### src/rtl/bootram_loader.sv
// rtl/bootram_loader.sv - byte-stream boot RAM loader with length header, checksum and readback verify
// Streams 4*N bytes into a 4-lane 2048x32 RAM, then reads back all N words and compares the byte sum.
module bootram_loader (
   input  logic        clk,
   input  logic        resetn,
   input  logic        start,
   input  logic [7:0]  s_data,
   input  logic        s_valid,
   output logic        s_ready,
   output logic [10:0] ram_ad,
   output logic [31:0] ram_din,
   output logic [3:0]  ram_wre,
   output logic        ram_ce,
   output logic        ram_oce,
   input  logic [31:0] ram_dout,
   output logic        cpu_hold,
   output logic        busy,
   output logic        done,
   output logic        err
);

   typedef enum logic [2:0] {
      S_IDLE, S_LEN_LO, S_LEN_HI, S_DATA, S_CSUM, S_VERIFY, S_FINISH
   } state_t;

   state_t      r_state, w_next;
   logic [7:0]  r_len_lo;
   logic [10:0] r_nm1;
   logic [12:0] r_bcnt;
   logic [7:0]  r_sum;
   logic [7:0]  r_csum;
   logic [7:0]  r_vsum;
   logic [11:0] r_vcnt;
   logic        r_err, r_hold, r_done, r_ce, r_oce;
   logic [3:0]  r_wre;
   logic [10:0] r_ad;
   logic [31:0] r_din;

   logic        w_accept, w_len_bad, w_last_byte, w_vlast;
   logic [15:0] w_len;
   logic [7:0]  w_dsum, w_vsum_next;

   assign s_ready  = (r_state == S_LEN_LO) || (r_state == S_LEN_HI) ||
                     (r_state == S_DATA)   || (r_state == S_CSUM);
   assign busy     = (r_state != S_IDLE);
   assign done     = r_done;
   assign err      = r_err;
   assign cpu_hold = r_hold;
   assign ram_ad   = r_ad;
   assign ram_din  = r_din;
   assign ram_wre  = r_wre;
   assign ram_ce   = r_ce;
   assign ram_oce  = r_oce;

   assign w_accept    = s_valid && s_ready;
   assign w_len       = {s_data, r_len_lo};
   assign w_len_bad   = (w_len == 16'd0) || (w_len > 16'd2048);
   // N is kept as N-1 so that N=2048 fits the 11-bit address and the last byte index is {N-1,2'b11}
   assign w_last_byte = (r_bcnt == {r_nm1, 2'b11});
   assign w_vlast     = (r_vcnt == ({1'b0, r_nm1} + 12'd1));
   assign w_dsum      = ram_dout[7:0] + ram_dout[15:8] + ram_dout[23:16] + ram_dout[31:24];
   assign w_vsum_next = r_vsum + w_dsum;

   always_ff @(posedge clk or negedge resetn) begin
      if (!resetn) r_state <= S_IDLE;
      else         r_state <= w_next;
   end

   always_comb begin
      w_next = r_state;
      case (r_state)
         S_IDLE:   if (start) w_next = S_LEN_LO;
         S_LEN_LO: if (w_accept) w_next = S_LEN_HI;
         S_LEN_HI: if (w_accept) w_next = w_len_bad ? S_IDLE : S_DATA;
         S_DATA:   if (w_accept && w_last_byte) w_next = S_CSUM;
         S_CSUM:   if (w_accept) w_next = S_VERIFY;
         S_VERIFY: if (w_vlast) w_next = S_FINISH;
         S_FINISH: w_next = S_IDLE;
         default:  w_next = S_IDLE;
      endcase
   end

   always_ff @(posedge clk or negedge resetn) begin
      if (!resetn) begin
         r_len_lo <= '0;
         r_nm1    <= '0;
         r_bcnt   <= '0;
         r_sum    <= '0;
         r_csum   <= '0;
         r_vsum   <= '0;
         r_vcnt   <= '0;
         r_err    <= 1'b0;
         r_hold   <= 1'b0;
         r_done   <= 1'b0;
         r_ce     <= 1'b0;
         r_oce    <= 1'b0;
         r_wre    <= '0;
         r_ad     <= '0;
         r_din    <= '0;
      end else begin
         r_ce   <= 1'b0;
         r_oce  <= 1'b0;
         r_wre  <= '0;
         r_done <= 1'b0;
         case (r_state)
            S_IDLE: if (start) begin
               r_err  <= 1'b0;
               r_hold <= 1'b1;
               r_bcnt <= '0;
               r_sum  <= '0;
               r_vsum <= '0;
               r_vcnt <= '0;
            end
            S_LEN_LO: if (w_accept) r_len_lo <= s_data;
            S_LEN_HI: if (w_accept) begin
               if (w_len_bad) r_err <= 1'b1;
               else           r_nm1 <= w_len[10:0] - 11'd1;
            end
            S_DATA: if (w_accept) begin
               r_ce   <= 1'b1;
               r_wre  <= 4'b0001 << r_bcnt[1:0];
               r_ad   <= r_bcnt[12:2];
               r_din  <= {4{s_data}};
               r_sum  <= r_sum + s_data;
               r_bcnt <= r_bcnt + 13'd1;
            end
            S_CSUM: if (w_accept) begin
               r_csum <= s_data;
               r_ad   <= '0;
               r_ce   <= 1'b1;
               r_oce  <= 1'b1;
            end
            S_VERIFY: begin
               r_vcnt <= r_vcnt + 12'd1;
               // read data for address r_vcnt-1 is on ram_dout whenever r_vcnt is nonzero
               if (r_vcnt != 12'd0) r_vsum <= w_vsum_next;
               if (r_vcnt < {1'b0, r_nm1}) begin
                  r_ad  <= r_vcnt[10:0] + 11'd1;
                  r_ce  <= 1'b1;
                  r_oce <= 1'b1;
               end
               if (w_vlast) begin
                  if (w_vsum_next == r_csum) begin
                     r_done <= 1'b1;
                     r_hold <= 1'b0;
                  end else begin
                     r_err <= 1'b1;
                  end
               end
            end
            default: ;
         endcase
      end
   end

endmodule

### config.mk
export PLATFORM = sky130hd
export DESIGN_NAME = bootram_loader
export DESIGN_NICKNAME = d
export VERILOG_FILES = /design/src/rtl/bootram_loader.sv
export SDC_FILE = /design/constraint.sdc
export NUM_CORES = 1
export LEC_CHECK = 0
export ABC_AREA = 1
export CAP_MARGIN = 25
export CORE_MARGIN = 5
export CORE_UTILIZATION = 45
export CTS_CLUSTER_SIZE = 25
export DETAILED_ROUTE_END_ITERATION = 10
export DONT_BUFFER_PORTS = 1
export GPL_TIMING_DRIVEN = 0
export PLACE_DENSITY = 0.66
export RECOVER_POWER = 50
export SLEW_MARGIN = 20
export SYNTH_ARGS = -nofsm -noshare
export SYNTH_HDL_FRONTEND = slang
export SYNTH_SLANG_ARGS = --single-unit
### constraint.sdc
create_clock -name clk -period 3 [get_ports clk]
set_input_delay 0.45 -clock clk [delete_from_list [all_inputs] [get_ports clk]]
set_output_delay 0.45 -clock clk [all_outputs]
set_load 0.02 [all_outputs]
======== Word-level counts from Yosys, hierarchy flattened ========
Index checks and enable logic that the tools add are counted.
storage, ports and cells
  word-level logic and storage cells ...... 113
  register bits ........................... 115
cells by class
  order comparisons ....................... 2
  reductions and logical operators ........ 26
  multiplexer cells ....................... 39
  shift-type cells ........................ 1
  add/sub/neg operators ................... 9
  equality and inequality tests ........... 20
  bitwise operators ....................... 1
operator list
  kind                   count
  $mux 11                3
  $pmux 11 s3            1
  $add 8x8->8            4
  $mux 13                2
  $pmux 13 s2            1
  $pmux 12 s2            1
  $ne 2x2->1 const B     11
  $mux 3                 6
  $pmux 3 s6             1
  $gt 16x12->1 const B   1
  $logic_not 16->1       1
  $mux 8                 2
  $pmux 8 s2             1
  $add 13x1->13 const B  1
  $eq 13x13->1           1
  $mux 1                 13
  $add 11x1->12 const B  1
  $add 12x1->12 const B  1
  $eq 12x12->1           1
  $lt 12x11->1           1
  $mux 12                1
  $reduce_and 6->1       2
  $reduce_bool 12->1     1
  $add 11x1->11 const B  1
  other kinds (21)       39

======== Longest topological paths before layout ========
  depth in word-level cells ............... 8
  depth in mapped cells ................... 24
  gate-level depth less buffers ........... 24

======== Worst setup path before layout ========
OpenSTA, ideal clock, no wires.
  path kind ............................... input to register
  start point ............................. input ram_dout[1]
  end point ............................... register r_hold, in the netlist cpu_hold
  arrival ................................. 3.559 ns
  setup time .............................. 0.119 ns
  path slack .............................. -0.678 ns
  stages .................................. 22
  cell sequence ........................... inv_1 fa_1 fa_1 fa_1 inv_1 ha_1 inv_1 fa_1 nand2_1 nand2_1 nor2_1 nand2_1 nor2_1 nand2_1 nor2_1 nand2_1 nor2_1 nand2_1 nand2_1 nand2_1 nand2_1 nand2_1
on the way
  word-level cells in the longest chain between the ends .. 7
ends and longest elaborated chain
  element                            RTL line  source
  start: declaration                 15        input logic [31:0] ram_dout,
  $add 8x8->8 (3 in a row)           61        assign w_dsum = ram_dout[7:0] + ram_dout[15:8] + ram_dout[23:16] + ram_dout[31:24];
  $add 8x8->8                        62        assign w_vsum_next = r_vsum + w_dsum;
  $eq 8x8->1                         143       if (w_vsum_next == r_csum) begin
  $ne 2x2->1 (no source line)        -
  $reduce_and 4->1 (no source line)  -
  end signal: assignment             93        r_hold <= 1'b0;
  end signal: assignment             108       r_hold <= 1'b1;
  end signal: assignment             145       r_hold <= 1'b0;
  end: declaration                   34        logic r_err, r_hold, r_done, r_ce, r_oce;
No other way between the ends.
A chain may end at the register's enable or synchronous reset.

======== Worst setup path after layout ========
  start point ............................. input ram_dout[17]
  end point ............................... register r_hold, in the netlist cpu_hold
on the way
  word-level cells in the longest chain between the ends .. 6
ends and longest elaborated chain
  element                            RTL line
  $add 8x8->8 (2 in a row)           61
  $add 8x8->8                        62
  $eq 8x8->1                         143
  $ne 2x2->1 (no source line)        -
  $reduce_and 4->1 (no source line)  -
No other way between the ends.

==> impl_metrics.env <==
export IMPL_skew_ps=9.57
export IMPL_synth_top_area_share_pct=35.1
export IMPL_failed_checks="capacitance limit, slew limit, setup timing"
export IMPL_synth_top_family_by_area="simple AND/OR/NAND/NOR gates"
export IMPL_postSynthCellCount=889
export IMPL_hold_violations=0
export IMPL_die_w_um=130
export IMPL_multi_input_area_um2=3530
export IMPL_drive_gt1_share_pct=11.9
export IMPL_layout_commonest_cell="nand2_1"
export IMPL_drv_cap=1
export IMPL_initial_core_util_pct=45.2
export IMPL_placementRows=44
export IMPL_max_freq_ghz=0.288
export IMPL_areaGrowthSynthToFinish_pct=11.2
export IMPL_final_area_um2=7220
export IMPL_period_share_pct=116
export IMPL_cp_max_fo=4
export IMPL_vias=5578
export IMPL_gp_congestion=0.928
export IMPL_power_leakage_nw=3.71
export IMPL_slew_limit_headroom_pct=-55.6
export IMPL_clkTransAtPathRegs_ps=60
export IMPL_clockBufferDepth=2
export IMPL_synthFlopType="dfrtp_1"
export IMPL_wl_met3_um=877
export IMPL_end_kind="flop"
export IMPL_drt_total_wl_um=15800
export IMPL_yosys_top_cells_area="dfrtp_1, nand2_1, inv_1"
export IMPL_fp_dieH_um=130
export IMPL_antenna_found_initial=0
export IMPL_synth_edf_count=0
export IMPL_io_pin_count=98
export IMPL_path_class="in -> reg"
export IMPL_clk_latency_ps=350
export IMPL_ys_types=44
export IMPL_drtAntennaViolNets=0
export IMPL_core_area_um2=14400
export IMPL_synth_fa_ha_area_share_pct=11.4
export IMPL_p_per_area_nw_per_um2=892
export IMPL_fillers=1417
export IMPL_numCtsBuffers=9
export IMPL_worst_ep_required_time_ps=3230
export IMPL_n_antenna_cell=0
export IMPL_post_dp_cell_area_um2=6790
export IMPL_netlist_area_um2=6500
export IMPL_yosys_area_share_simple_pct=27.3
export IMPL_worstHoldPathType="in -> reg"
export IMPL_fin_nets=998
export IMPL_synthMuxAreaShare_pct=0
export IMPL_worst_pin_slew_ps=2330
export IMPL_met2WireLength_um=7170
export IMPL_synth_area_per_cell_um2=7.31
export IMPL_setup_ws_ps=-476
export IMPL_synthArstFlopShare_pct=100
export IMPL_cp_start_kind="input pin"
export IMPL_crit_family="adder cells"
export IMPL_synth_xor_area_share_pct=2.70
export IMPL_htree_num_levels=3
export IMPL_cpPeakStageDelay_ps=560
export IMPL_path_common_cell="nand2_1"
export IMPL_first_global_vias=5288
export IMPL_rsz0062_at_grt="yes"
export IMPL_final_cell_mix="nand2_1, inv_1, dfrtp_1, o21ai_0"
export IMPL_drt_met1_wl_um=7500
export IMPL_syn_nets=980
export IMPL_hpwl_um=12100
export IMPL_rrSetupSlack_ps=190
export IMPL_cts_sinks=91
export IMPL_slowest_stage="fa_2"
export IMPL_grtUsageTotal_pct=19.2
export IMPL_drt_iter0_markers=316
export IMPL_top_layer_used="met4"
export IMPL_cts_root_buf="clkbuf_16"
export IMPL_setup_viol=4
export IMPL_yosysTopAreaCell="dfrtp_1"
export IMPL_ys_seq_area_share_pct=35.1
export IMPL_globalRouteOverflowTotal=0
export IMPL_yosysWarnings=0
export IMPL_crit_buf_inv=4
export IMPL_min_period_ps=3480
export IMPL_route_detailed_drc=0
export IMPL_grt_pass1_wl_um=25800
export IMPL_drt_pass1_iterations=6
export IMPL_finalPower_mw=6.44
export IMPL_register_area_um2=2280
export IMPL_dieArea_um2=16900
export IMPL_slew_violations=92
export IMPL_cp_cell_sequence="inv_8 -> fa_1 -> fa_1 -> fa_1 -> inv_2 -> ha_4 -> inv_2 -> fa_2 -> inv_1 -> nand2_1 -> nand2_1 -> nor2_1 -> nand2_1 -> nor2_1 -> nand2_1 -> nor2_1 -> nand2_1 -> nor2_2 -> nand2_2 -> nand2_1 -> nand2_1 -> nand2_1 -> nand2_1"
export IMPL_ys_ff_latch=91
export IMPL_portBuffers=0
export IMPL_grt_max_degree=92
export IMPL_wl_per_cell_um=14.4
export IMPL_peakVddDrop_v=0.000546
export IMPL_via_per_inst=5.09
export IMPL_critical_path_arrival_ps=3710
export IMPL_status="finished with violations"
export IMPL_cts_tree="built"
export IMPL_synth_compound_area_share_pct=10.7
-- sequential cells by signal (all words and copies together), names as in the netlist, 3 cells and up --
signal / flops
r_bcnt: 13
r_csum: 8
r_len_lo: 8
r_nm1: 11
r_state: 3
r_vcnt: 12
r_vsum: 8
ram_ad: 11
ram_din: 8
ram_wre: 4
-- cells by family after synthesis --
group	count (synthesis)
DFF	91
buffers and inverters	195
and+or+nand+nor	410
AOI/OAI and AO/OA	126
xor gates and xnor gates	20
adders and majority gates	47
-- layout make-up --
cell class                      count  area share, %
Buffer                             39           3.41
Clock buffer                       13           3.74
Clock inverter                      2          0.139
Inverter                          156           8.32
Multi-Input combinational cell    603           48.9
Sequential cell                    91           31.5
Tap cell                          184           3.19
Timing Repair Buffer                7          0.745
-- synth_stat cells (3+ instances only) --
cell type  instances
fa_1              20
xor2_1             9
inv_1            150
o21ai_0           69
nand2_2            3
buf_2              4
inv_2              5
clkbuf_1           9
a21oi_1           23
o21ai_1            7
nand3_1           58
nand4_1           13
buf_4             25
nand3b_1           6
o22ai_1           13
nor3_1            15
nor2_1            58
dfrtp_1           91
nor2_4             4
o21a_1             3
xnor2_1           11
nand2_1          239
ha_1              27
-- per-stage QoR --
step | setup TNS [ps] | cells | setup WS (ps) | hold WS [ps] | utilization [%]
after floorplan | -1910 | 889 | -607 | 154 | -
after global placement | -3830 | 1073 | -1020 | 158 | 47.3
after detailed placement | -3940 | 1073 | -1030 | 157 | 47.3
after CTS | -1390 | 1091 | -494 | 38.3 | 49.7
after global routing | -2240 | 1095 | -711 | 332 | 50.3
final | -1360 | 1095 | -476 | 321 | 50.3
-- tightest hold or removal path, cell delays in order --
cell and delay, ps:
xor2_1 40, nand2_1 60, o21ai_0 70
-- report_power, final --
group	leakage, nW	total [mW]	internal, mW	switching (mW)
Combinational	2.39	3.38	1.34	2.03
Sequential	1.18	1.98	1.54	0.443
Clock	0.141	1.08	0.623	0.461
-- what timing repair did --
item,CTS,global route
endpoints found under the setup margin,4,4
hold endpoints to repair,91,0
gates cloned,0,0
gates resized for setup,9,23
pin swaps,4,15
setup buffers,2,4
hold buffers,1,0
-- per-layer routing --
layer,vias to the layer above,GRT usage (%)
met1,2575,28.2
li1,2833,-
met3,17,2.74
met2,153,29.3
met5,-,0
met4,0,6.36
-- final timing paths --
check,from,to,cells past startpoint
max,ram_dout[17],cpu_hold,23
min,s_data[0],r_nm1[8],3
max reg2reg,r_vsum[1],cpu_hold,21
min reg2reg,r_len_lo[0],r_nm1[0],1
max in group asynchronous,resetn,r_bcnt[12],1
min in group asynchronous,resetn,r_vcnt[4],1
Note: power is estimated with default switching activity, not from simulation.
